[config.mk]
export PLATFORM = sky130hd
export DESIGN_NAME = pe_fill_buffer
export DESIGN_NICKNAME = d
export VERILOG_FILES = /design/src/rtl/pe_fill_buffer.sv
export SDC_FILE = /design/constraint.sdc
export NUM_CORES = 1
export LEC_CHECK = 0
export ABC_AREA = 1
export BUFFER_PORTS_ARGS = -buffer_cell sky130_fd_sc_hd__buf_2
export CAP_MARGIN = 10
export CORE_ASPECT_RATIO = 2
export CORE_MARGIN = 2
export CORE_UTILIZATION = 55
export CTS_CLUSTER_SIZE = 12
export DETAILED_ROUTE_END_ITERATION = 10
export PLACE_DENSITY_LB_ADDON = 0.3
export SLEW_MARGIN = 15
export SYNTH_ARGS = -nofsm -noshare
export SYNTH_HDL_FRONTEND = slang
export SYNTH_SLANG_ARGS = --single-unit
[constraint.sdc]
create_clock -name clk -period 3.85 [get_ports clk]
set_clock_uncertainty 0.05 [all_clocks]
set_input_delay 0.9625 -clock clk [delete_from_list [all_inputs] [get_ports clk]]
set_output_delay 0.9625 -clock clk [all_outputs]
set_load 0.1 [all_outputs]
[src/rtl/pe_fill_buffer.sv]
// Per-PE receive buffer: the global controller loads words, the PE reads them by index, then the controller drains them.
// Latency: zero; ready/valid/dout/pe_data are combinational from registered state, and all state moves on posedge clk.
// Backpressure: ready=~full in LOAD only, so a write offered while full is dropped; valid=~empty in DRAIN only.
//
// Ports:
//   clk, rst (sync, active-low), buf_rst (sync soft clear, active-high), change_mode (mode advance pulse)
//   write_en/din/ready  : controller write side, accepted when write_en & ready
//   read_en/dout/valid  : controller drain side, pop when read_en & valid
//   pe_addr/pe_data     : PE random read, relative to head, 0 beyond count
//   mode/count/full/empty : status
module pe_fill_buffer #(
  parameter int DATA_W = 8,
  parameter int DEPTH  = 8,
  parameter int ADDR_W = $clog2(DEPTH)
) (
  input  logic              clk,
  input  logic              rst,
  input  logic              buf_rst,
  input  logic              change_mode,
  input  logic              write_en,
  input  logic [DATA_W-1:0] din,
  output logic              ready,
  input  logic              read_en,
  output logic [DATA_W-1:0] dout,
  output logic              valid,
  input  logic [ADDR_W-1:0] pe_addr,
  output logic [DATA_W-1:0] pe_data,
  output logic [1:0]        mode,
  output logic [ADDR_W:0]   count,
  output logic              full,
  output logic              empty
);

  typedef enum logic [1:0] {
    LOAD  = 2'b00,
    HOLD  = 2'b01,
    DRAIN = 2'b10
  } mode_t;

  localparam logic [ADDR_W:0]   CNT_MAX  = (ADDR_W+1)'(DEPTH);
  localparam logic [ADDR_W-1:0] LAST_IDX = ADDR_W'(DEPTH - 1);

  logic [DATA_W-1:0] mem [DEPTH];
  logic [ADDR_W-1:0] wptr;
  logic [ADDR_W-1:0] rptr;
  mode_t             state;

  logic              do_write;
  logic              do_pop;
  logic              clear;
  logic [ADDR_W:0]   pe_sum;
  logic [ADDR_W-1:0] pe_idx;

  // Explicit wrap compare so non-power-of-2 depths work.
  function automatic logic [ADDR_W-1:0] ptr_inc(input logic [ADDR_W-1:0] p);
    return (p == LAST_IDX) ? '0 : p + 1'b1;
  endfunction

  assign clear    = !rst || buf_rst;
  assign mode     = state;
  assign full     = (count == CNT_MAX);
  assign empty    = (count == '0);
  assign ready    = (state == LOAD) && !full;
  assign valid    = (state == DRAIN) && !empty;
  assign do_write = write_en && ready;
  assign do_pop   = read_en && valid;

  // Head-relative index. pe_data is only driven from memory when pe_addr < count,
  // so rptr + pe_addr < 2*DEPTH and a single conditional subtract is enough.
  always_comb begin
    pe_sum = {1'b0, rptr} + {1'b0, pe_addr};
    if (pe_sum >= CNT_MAX) begin
      pe_sum = pe_sum - CNT_MAX;
    end
    pe_idx = pe_sum[ADDR_W-1:0];
  end

  always_comb begin
    dout    = valid ? mem[rptr] : '0;
    pe_data = ({1'b0, pe_addr} < count) ? mem[pe_idx] : '0;
  end

  // Storage has no reset; a soft clear must leave it untouched.
  always_ff @(posedge clk) begin
    if (!clear && do_write) begin
      mem[wptr] <= din;
    end
  end

  always_ff @(posedge clk) begin
    if (clear) begin
      wptr  <= '0;
      rptr  <= '0;
      count <= '0;
      state <= LOAD;
    end else begin
      // Modes are exclusive, so a write and a pop never share a cycle.
      if (do_write) begin
        wptr  <= ptr_inc(wptr);
        count <= count + 1'b1;
      end else if (do_pop) begin
        rptr  <= ptr_inc(rptr);
        count <= count - 1'b1;
      end
      // The operation above uses the current mode; the mode moves at the same edge.
      if (change_mode) begin
        case (state)
          LOAD:    state <= HOLD;
          HOLD:    state <= DRAIN;
          default: state <= LOAD;
        endcase
      end
    end
  end

endmodule

[Word-level counts from Yosys, hierarchy flattened]
Memory sizes are Yosys's and may differ from the RTL's. A register that Yosys moved wholly into a read port is not among the register bits.
Cells that the tools add are included.
Word-level totals
  flip-flop bits (word level): 12
  RAM bits: 64
  input port bits: 17
  output and inout bits: 26
  memories: 1
Memories
  mem: depth 8, width 8, rd ports 2, clocked after memory_dff 1, write ports 1, line 43  | logic [DATA_W-1:0] mem [DEPTH];
Cells by class
  add/subtract/negate cells: 6
  magnitude comparators: 2
  eq/ne operators: 5
  mux-type cells: 12
  bitwise logic cells: 1
  reductions and logical operators: 14
Operators with widths (number)
  8-bit two-way mux: 2
  3-bit two-way mux: 5
  4-bit two-way mux: 2
  3-bit by 1-bit adder with 3-bit output, second input constant: 2
  3-bit equality test, second input constant: 2
  1-bit logical AND: 5
  3-bit by 3-bit adder with 4-bit output: 1
  4-bit by 1-bit adder with 4-bit output, second input constant: 1
  4-bit equality test, second input constant: 1
  4-bit greater-or-equal comparator, second input constant: 1
  1-bit logical NOT: 4
  4-bit logical NOT: 1
  3-bit by 4-bit < comparator with 1-bit output: 1
  2-bit case mux with 2 select lines: 1
  4-bit by 1-bit subtractor with 4-bit output, second input constant: 1
  3-bit by 1-bit subtractor with 3-bit output, second input constant: 1
  2-bit by 1-bit equality test with 1-bit output, second input constant: 1
  2-bit equality test, second input constant: 1
  2-bit logical NOT: 1
  1-bit two-way mux: 2
  2-bit AND reduction: 1
  2-bit nonzero test: 1
  1-bit logical OR: 1
  1-bit inverter: 1

[Depth between registers and ports, before layout]
Gate-level depths: netlist of the first run.
  word-level depth: 8
  mapped depth: 13
  gate-level depth less buffers: 13

[Worst setup path before layout of the first run]
No wires, ideal clock.
  kind: reg-to-output
  from: register count[0]
  to: output port dout[0]
  arrival time: 4.163 ns
  path slack: -1.325 ns
  cell stages (with the launch flop): 7
  path buffers: 0
  path through: dfxtp_1 -> nor2_1 -> nand2_1 -> inv_1 -> nor3_4 -> nand2_1 -> nor2_1
Between the ends
  cells in the longest elaborated chain, start to end: 4
RTL lines
  from (decl): line 29  | output logic [ADDR_W:0] count,
  from (signal assigned): line 100  | count <= count + 1'b1;
  from (signal assigned): line 103  | count <= count - 1'b1;
  4-bit logical NOT: line 62  | assign empty = (count == '0);
  named net empty: line 31  | output logic empty
  1-bit logical NOT: line 64  | assign valid = (state == DRAIN) && !empty;
  1-bit logical AND: line 64
  named net valid: line 25  | output logic valid,
  8-bit two-way mux: line 79  | dout = valid ? mem[rptr] : '0;
  to (decl): line 24  | output logic [DATA_W-1:0] dout,
The timed path passes the listed nets, and every way through them passes these cells.

[Final worst setup path of the first run]
  from: input port pe_addr[0]
  to: output port pe_data[0]
Between the ends
  cells in the longest elaborated chain, start to end: 5
  elaborated cells between the ends (all ways): 7
  those cells by class: add/sub (2); order compare (2); mux (2); memory (1)
RTL lines
  from (decl): line 26  | input logic [ADDR_W-1:0] pe_addr,
  3-bit by 3-bit adder with 4-bit output: line 71  | pe_sum = {1'b0, rptr} + {1'b0, pe_addr};
  4-bit greater-or-equal comparator or 3-bit by 1-bit subtractor with 3-bit output (tied branches): line 72, 73
  3-bit two-way mux: line 72  | if (pe_sum >= CNT_MAX) begin
  memory read 8 x 8 bit
  8-bit two-way mux *: line 80  | pe_data = ({1'b0, pe_addr} < count) ? mem[pe_idx] : '0;
  to (decl): line 27  | output logic [DATA_W-1:0] pe_data,
Mark *: on every way between the ends. The rest lies on a longest branch, timed or not.

==> results of run 1 <==
## Yosys cell counts
cell,n
inv_2,3
nand3_4,1
ha_1,9
o21ai_0,58
xnor2_1,2
clkbuf_1,5
fa_1,2
buf_6,2
nor3_4,1
nand2_1,95
buf_4,2
dfxtp_1,15
nor2_2,2
o21ai_1,10
edfxtp_1,64
inv_1,47
buf_2,12
nand3_2,1
a21oi_1,49
nor3_1,4
xor2_1,2
buf_1,1
o21a_1,1
o211ai_1,8
nor2_1,52
nand3_1,19
## routing by layer
layer,vias up,global-route usage,share of wire
met5,-,0,0
met1,1629,0.2674,0.34
met4,0,0.1852,0.044
met2,176,0.4833,0.55
met3,40,0.05000,0.062
li1,1682,-,-
## critical path, stage by stage
cell and delay, ps:
buf_2 120, ha_4 130, inv_2 40, fa_2 590, inv_4 70, clkbuf_16 170
a21oi_1 130, o21ai_0 110, nand2_1 90, nand2_1 50, nand2_1 100, nor2_4 50
buf_12 170
## per-stage QoR
stage | instances | power [W]
6_report | 616 | 0.002138
5_1_grt | 616 | 0.002202
4_1_cts | 613 | 0.002135
3_5_place_dp | 597 | 0.001336
3_3_place_gp | 597 | 0.001327
2_1_floorplan | 467 | 0.001223
## registers in the layout (all words and copies together) (netlist names), named ones only
name   cells
mem       64
count      4
rptr       3
wptr       3
mode       2
## worst max path at each step
| stage | start | to | depth (start not counted) |
|---|---|---|---|
| floorplan | count[1] | dout[0] | 6 |
| global placement | pe_addr[0] | pe_data[3] | 13 |
| detailed placement | pe_addr[0] | pe_data[2] | 13 |
| CTS | pe_addr[0] | pe_data[6] | 12 |
| global route | pe_addr[0] | pe_data[4] | 13 |
| finish | pe_addr[0] | pe_data[0] | 13 |
## layout make-up
cell class,instances,share of cell area
clock buffer,9,0.04411
clock inverter,7,0.01250
inverter,50,0.03798
multi-input combinational,316,0.3433
sequential,79,0.4381
tap,92,0.02254
timing repair buffer,63,0.1014
## repair_timing
item                       CTS  global route
setup buffers                0             2
resized for setup            0            17
setup endpoints to repair    0             8
## cell families after synthesis
kind of cell	count (synthesis)	synth area share
simple gates	175	0.1767
flops	79	0.5428
compound gates	126	0.1595
fa+ha+maj	11	0.03729
buf+inv	72	0.07518
xor+xnor	4	0.008559
## where the power goes
group | internal (W) | switching [W]
logic | 0.000117 | 0.000274
registers | 0.000931 | 0.0000103
clock network | 0.000495 | 0.000311
total | 0.00154 | 0.000595
==> flow_summary.json, run 1 <==
{
  "status": "finished, final reports clean",
  "r2r_end": "count[3]",
  "regArea_sq_um": 2237,
  "maxCapViolCount": 0,
  "hp-class": "flip-flop to flip-flop",
  "grt_max_degree": 40,
  "max_freq_mhz": 263.5,
  "clk_path_buf_depth": 2,
  "synth_area_sq_um": 4094,
  "viasPerCell": 5.726,
  "hold_buffers": 0,
  "detail_route.wl_per_cell_um": 17.10,
  "utilization": 0.7080,
  "min-delay-start": "wptr[0]",
  "clkTransAtPathRegs_ps": 60,
  "nets": 547,
  "dp_slack_ps": 101.9,
  "core_area_sq_um": 7212,
  "grt_pass1_wl_mm": 16.14,
  "netlist.area_leader.share": 0.4694,
  "start_util": 0.5677,
  "synth_area_per_cell_sq_um": 8.766,
  "worstSetupPathType": "input pin to output port",
  "dp_hpwl_mm": 7.021,
  "ys_types": 26,
  "final_cell_mix": "85 x nand2_1, 64 x edfxtp_1, 55 x o21ai_0",
  "drt_iter0_drc": 288,
  "maxSlewViolCount": 0,
  "synth_area_leaders": "edfxtp_1 47%, nand2_1 8.7%, dfxtp_1 7.3%, o21ai_0 7.1%, a21oi_1 6.0%",
  "ys_seq_area_frac": 0.5428,
  "rows": 44,
  "multiInputGateArea_sq_um": 1753,
  "endpoint_kind": "output port",
  "regToRegSetupSlack_ps": 1930,
  "critPathArrivalTime_ps": 2780,
  "dieArea_sq_um": 8191,
  "wirelength_mm": 10.54,
  "crit_fanout": 9,
  "n_antenna_cell": 0,
  "antenna_found_initial": 0,
  "io_buffer_count": 42,
  "finalSetupViolations": 0,
  "ios": 43,
  "ys_ff_latch": 79,
  "cts_tree": "built",
  "htree_levels": 3,
  "grt_pass1_vias": 3409,
  "drive_above_1_share": 0.2385,
  "yosys.area.top_type": "edfxtp_1",
  "syn-num-nets": 495,
  "synthToLayoutAreaGrowth_pct": 24.73,
  "reg2reg_from": "count[3]",
  "min_to": "wptr[0]",
  "final_area_sq_um": 5106,
  "tightestPinTransition_ps": 749.9,
  "slew_headroom": 0.4994,
  "ant_nets": 0,
  "cp-start-kind": "input pin",
  "final_common_cell": "nand2_1",
  "dpl_cell_area_sq_um": 4730,
  "numCtsBuffers": 9,
  "vias": 3527,
  "setup_ws_ps": 54.74,
  "cp.required_ps": 2840,
  "fin_crit_sh": 0.9858,
  "clkSinkCount": 79,
  "die_h_um": 126.0,
  "final.fill_count": 542,
  "tns_ps": 0,
  "vdd_drop_max_mv": 0.2721,
  "r2r_cells": 11,
  "p_per_area_nw_per_um2": 418.6,
  "die_w_um": 65.01,
  "postSynthCellCount": 467,
  "yosysWarnings": 0,
  "whs_path_depth": 2,
  "hold_viol_final": 0,
  "p_leak_nw": 2.047,
  "whs_ps": 460.8,
  "drc_errors": 0,
  "routabilityCongestion": 0.9355,
  "fin_crit_ps": 3795,
  "clk_latency_ps": 330,
  "overflow": 0,
  "cts_root_buf": "clkbuf_16",
  "grt_usage": 0.2686,
  "dr.pass1.iters": 5
}
Power figures use the tool's default switching activity.
==> run 2: changes to the inputs <==
Settings changed: CELL_PAD_IN_SITES_DETAIL_PLACEMENT set to 0, CELL_PAD_IN_SITES_GLOBAL_PLACEMENT set to 1, CORE_UTILIZATION 55 to 45.
==> flow_summary.json, run 2 (synthesis results as in run 1) <==
{
  "endpoint_kind": "output port",
  "critical_path.most_common_cell": "inv_2",
  "ant_nets": 0,
  "largest_reg_flops": 64,
  "drive_above_1_share": 0.2222,
  "drt_iter0_drc": 155,
  "grt_pass1_vias": 3351,
  "maxUsedRoutingLayer": "met4",
  "clkSinkCount": 79,
  "die_h_um": 138.9,
  "whs_ps": 467.6,
  "ios": 43,
  "slew_headroom": 0.5053,
  "cp-start-kind": "input pin",
  "cp-endpoint": "pe_data[6]",
  "cts_tree": "built",
  "reg2reg_from": "count[3]",
  "grt_usage": 0.2193,
  "grt_max_degree": 40,
  "cts_root_buf": "clkbuf_16",
  "max_freq_mhz": 264.7,
  "tightestPinTransition_ps": 741.0,
  "wirelength_mm": 10.54,
  "cp_slowest_stage_delay_ps": 570,
  "detail_route.wl_per_cell_um": 16.90,
  "cp.required_ps": 2840,
  "setup_ws_ps": 71.87,
  "synthToLayoutAreaGrowth_pct": 23.81,
  "routabilityCongestion": 0.8142,
  "dp_hpwl_mm": 7.010,
  "r2r_end": "mem[3][6]",
  "core_area_sq_um": 8890,
  "overflow": 0,
  "rows": 49,
  "final_cell_mix": "88 x nand2_1, 64 x edfxtp_1, 56 x o21ai_0",
  "largest-register": "mem",
  "viasPerCell": 5.439,
  "numCtsBuffers": 9,
  "wl_met1_mm": 3.727,
  "wl_met2_mm": 6.052,
  "dp_cells": 605,
  "antenna_found_initial": 0,
  "stdcell_count": 624,
  "finalSetupViolations": 0,
  "p_per_area_nw_per_um2": 410.6,
  "met3_length_um": 515,
  "largestRegisters": "mem (64), count (4)",
  "hold_buffers": 0,
  "fin_crit_sh": 0.9813,
  "hold_viol_final": 0,
  "final.fill_count": 792,
  "n_antenna_cell": 0,
  "io_buffer_count": 42,
  "hp-class": "flip-flop to flip-flop",
  "fin_crit_ps": 3778,
  "tns_ps": 0,
  "vdd_drop_max_mv": 0.3210,
  "crit_fanout": 6,
  "p_leak_nw": 2.014,
  "critPathArrivalTime_ps": 2770,
  "nets": 545,
  "grt_pass1_wl_mm": 16.46,
  "slowest_stage": "fa_1",
  "htree_levels": 3,
  "crit_start": "pe_addr[0]",
  "maxSlewViolCount": 0,
  "clk_path_buf_depth": 2,
  "start_util": 0.4605,
  "regToRegSetupSlack_ps": 1930,
  "clk_latency_ps": 330,
  "die_w_um": 71.45,
  "final_common_cell": "nand2_1",
  "maxCapViolCount": 0,
  "worstSetupPathType": "input pin to output port",
  "dr.pass1.iters": 4,
  "status": "finished, final reports clean",
  "clkTransAtPathRegs_ps": 60,
  "dieArea_sq_um": 9923,
  "drc_errors": 0,
  "dp_slack_ps": 41.18,
  "power_w": 0.002081,
  "vias": 3394,
  "r2r_cells": 8,
  "cp_cell_sequence": "buf_6 > ha_4 > inv_2 > fa_1 > inv_2 > clkbuf_16 > a21oi_2 > o21ai_1 > nand2_1 > nand2_2 > a21oi_4 > buf_12"
}
[run 2: cell count changes in the layout (fill, tap and decap cells not counted), sizes merged]
cell,change
clkinv,-3
clkinvlp,+2
buf,-2
bufinv,-1
clkbuf,+2
[run 2: cell type report]
type | instances | area (sq um) | share of cell area
Inverter | 50 | 191.4 | 0.03777
Clock inverter | 5 | 35.03 | 0.006912
Multi-Input combinational cell | 316 | 1732 | 0.3416
Clock buffer | 11 | 232.7 | 0.04591
Tap cell | 102 | 127.6 | 0.02518
Timing Repair Buffer | 61 | 513.0 | 0.1012
Sequential cell | 79 | 2237 | 0.4414
[run 2: worst min path at each step]
stage                        from   endpoint  slack [ps]  depth (start not counted)
after floorplan           rptr[0]  flip-flop         420                          2
after global placement    wptr[0]    wptr[0]         450                          2
after detailed placement  wptr[0]    wptr[0]         460                          2
after CTS                 wptr[0]    wptr[0]         470                          2
after global routing      wptr[0]    wptr[0]         500                          2
final                     wptr[0]    wptr[0]         470                          2
[run 2: stage by stage]
step	util	instance area, sq um
2_1_floorplan	-	4257
3_3_place_gp	0.5317	4727
3_5_place_dp	0.5317	4727
4_1_cts	0.5619	4995
5_1_grt	0.5702	5069
6_report	0.5702	5069
[run 2: critical path, delay by kind of cell]
family | cells | cell delay [ps]
buffers and inverters | 5 | 570
adders and majority gates | 2 | 690
AOI/OAI and AO/OA | 3 | 340
and+or+nand+nor | 2 | 200
[run 2: what timing repair did]
action                                  4_1_cts  5_1_grt
endpoints found under the setup margin        0        8
setup buffers                                 0        1
resized for setup                             0       10
[run 2: per-layer routing]
metal / GRT usage / vias up
met5: 0 / -
met3: 0.03561 / 20
li1: - / 1669
met2: 0.4176 / 109
met4: 0.09136 / 0
met1: 0.2270 / 1596
[run 2: power breakdown]
part | total [W] | leakage, nW | internal [W] | switching (W)
Sequential | 0.000941 | 0.701 | 0.000931 | 0.00000995
Clock | 0.000754 | 0.118 | 0.000435 | 0.000319
Combinational | 0.000386 | 1.19 | 0.000114 | 0.000272
Total | 0.00208 | 2.01 | 0.00148 | 0.000601
==> run 3: changes to the inputs <==
Settings changed: CORE_UTILIZATION 45 to 46, CTS_BUF_LIST set to sky130_fd_sc_hd__clkbuf_2 sky130_fd_sc_hd__clkbuf_4 sky130_fd_sc_hd__clkbuf_8.
==> flow_summary.json, run 3 (synthesis results as in run 1) <==
{
  "wirelength_mm": 10.69,
  "finalSetupViolations": 0,
  "grt_max_degree": 40,
  "dp_slack_ps": 98.14,
  "start_util": 0.4734,
  "maxCapViolCount": 0,
  "worstSetupPathType": "input pin to output port",
  "dieArea_sq_um": 9716,
  "endpoint_kind": "output port",
  "final_cell_mix": "85 x nand2_1, 64 x edfxtp_1, 55 x o21ai_0",
  "overflow": 0,
  "io_buffer_count": 42,
  "drt_iter0_drc": 228,
  "dp_hpwl_mm": 7.151,
  "busiest_layer": "met2",
  "ios": 43,
  "cp_slowest_stage_delay_ps": 590,
  "rsz0062_at_grt": "yes",
  "die_w_um": 70.71,
  "regToRegSetupSlack_ps": 1610,
  "post_cts.repair.setup_buffers": 0,
  "path_depth": 12,
  "grt_usage": 0.2306,
  "r2r_end": "mem[0][7]",
  "globalRouteMet1Util": 0.2310,
  "vdd_drop_max_mv": 0.2642,
  "p_leak_nw": 2.033,
  "detail_route.wl_per_cell_um": 17.16,
  "p_per_area_nw_per_um2": 390.6,
  "antenna_found_initial": 0,
  "cts_tree": "built",
  "crit_family": "adder cells",
  "maxSlewViolCount": 0,
  "tightestPinTransition_ps": 905.8,
  "clk_path_buf_depth": 2,
  "met2_usage": 0.4382,
  "ant_nets": 0,
  "met3_usage": 0.04170,
  "clkTransAtPathRegs_ps": 70,
  "numCtsBuffers": 9,
  "critPathArrivalTime_ps": 2780,
  "n_antenna_cell": 0,
  "synthToLayoutAreaGrowth_pct": 23.75,
  "largest_reg_flops": 64,
  "clkSinkCount": 79,
  "die_h_um": 137.4,
  "rows": 48,
  "vias": 3465,
  "dr.pass1.iters": 5,
  "hp-class": "flip-flop to flip-flop",
  "crit_fanout": 11,
  "clk_latency_ps": 340,
  "stdcell_count": 623,
  "min-delay-start": "wptr[0]",
  "status": "finished, final reports clean",
  "drive_above_1_share": 0.2371,
  "cp-start-kind": "input pin",
  "final.fill_count": 788,
  "power_w": 0.001979,
  "final_common_cell": "nand2_1",
  "min_to": "wptr[0]",
  "ctsResizeCount": 0,
  "critical_path.most_common_cell": "nand2_1",
  "routabilityCongestion": 0.8087,
  "fin_crit_sh": 0.9859,
  "cp.required_ps": 2840,
  "whs_path_depth": 2,
  "slowest_stage": "fa_2",
  "max_freq_mhz": 263.5,
  "r2r_cells": 8,
  "hold_buffers": 0,
  "crit_buf_inv": 5,
  "fin_crit_ps": 3796,
  "nets": 547,
  "drc_errors": 0,
  "cp_cell_sequence": "buf_2 > ha_2 > inv_2 > fa_2 > inv_4 > clkbuf_16 > a21oi_1 > o21ai_1 > nand2_1 > nand2_1 > a21oi_4 > buf_12",
  "viasPerCell": 5.562,
  "cts_root_buf": "clkbuf_8",
  "grt_pass1_wl_mm": 16.75,
  "grt_pass1_vias": 3394,
  "slew_headroom": 0.3939,
  "dp_cells": 606,
  "setup_ws_ps": 54.21,
  "core_area_sq_um": 8648,
  "reg2reg_from": "count[3]",
  "htree_levels": 3,
  "hold_viol_final": 0,
  "largest-register": "mem",
  "largestRegisters": "mem (64), count (4)"
}
==> run 3: changes by cell type in the layout (fill, tap and decap cells not counted), sizes merged <==
cell	delta
buf	+1
bufinv	+2
clkinv	+2
clkinvlp	-4
==> run 3: worst max path at each step <==
stage | end | startpoint | slack (ps)
after floorplan | dout[0] | count[1] | -210
after global placement | pe_data[0] | pe_addr[0] | 120
after detailed placement | pe_data[0] | pe_addr[0] | 100
after CTS | pe_data[0] | pe_addr[0] | 100
after global routing | pe_data[6] | pe_addr[0] | -20
final | pe_data[6] | pe_addr[0] | 50
==> run 3: power breakdown <==
group          total, W  internal [W]  leakage, nW  switching, W
registers      0.000940      0.000930        0.701     0.0000102
clock network  0.000640      0.000364        0.107      0.000276
logic          0.000399      0.000124         1.23      0.000275
total           0.00198       0.00142         2.03      0.000562
==> run 3: stage by stage <==
| step | hold WS (ps) | instance area [sq um] | TNS (ps) | utilization |
|---|---|---|---|---|
| floorplan | 419.3 | 4257 | -1386 | - |
| detailed placement | 454.8 | 4772 | 0 | 0.5518 |
| global route | 501.4 | 5066 | -80.28 | 0.5858 |
| global placement | 444.4 | 4772 | 0 | 0.5518 |
| CTS | 463.9 | 4977 | 0 | 0.5755 |
| finish | 462.6 | 5066 | 0 | 0.5858 |
==> run 3: worst min-delay path, cell delays in order, from the launching register on <==
cell and delay [ps]:
dfxtp_1 340, inv_1 80, a21oi_1 60
==> run 3: area by class of cell <==
type / instances / area (sq um) / share of cell area
Clock buffer: 10 / 131.4 / 0.02593
Multi-Input combinational cell: 316 / 1744 / 0.3443
Inverter: 50 / 193.9 / 0.03828
Sequential cell: 79 / 2237 / 0.4416
Tap cell: 100 / 125.1 / 0.02470
Clock inverter: 5 / 73.82 / 0.01457
Timing Repair Buffer: 63 / 560.5 / 0.1106
==> run 3: metal layers <==
layer / part of all wire / wire length, um
met1: 0.35 / 3730
met5: 0 / 0
met2: 0.54 / 5822
met4: 0.059 / 626
met3: 0.048 / 514
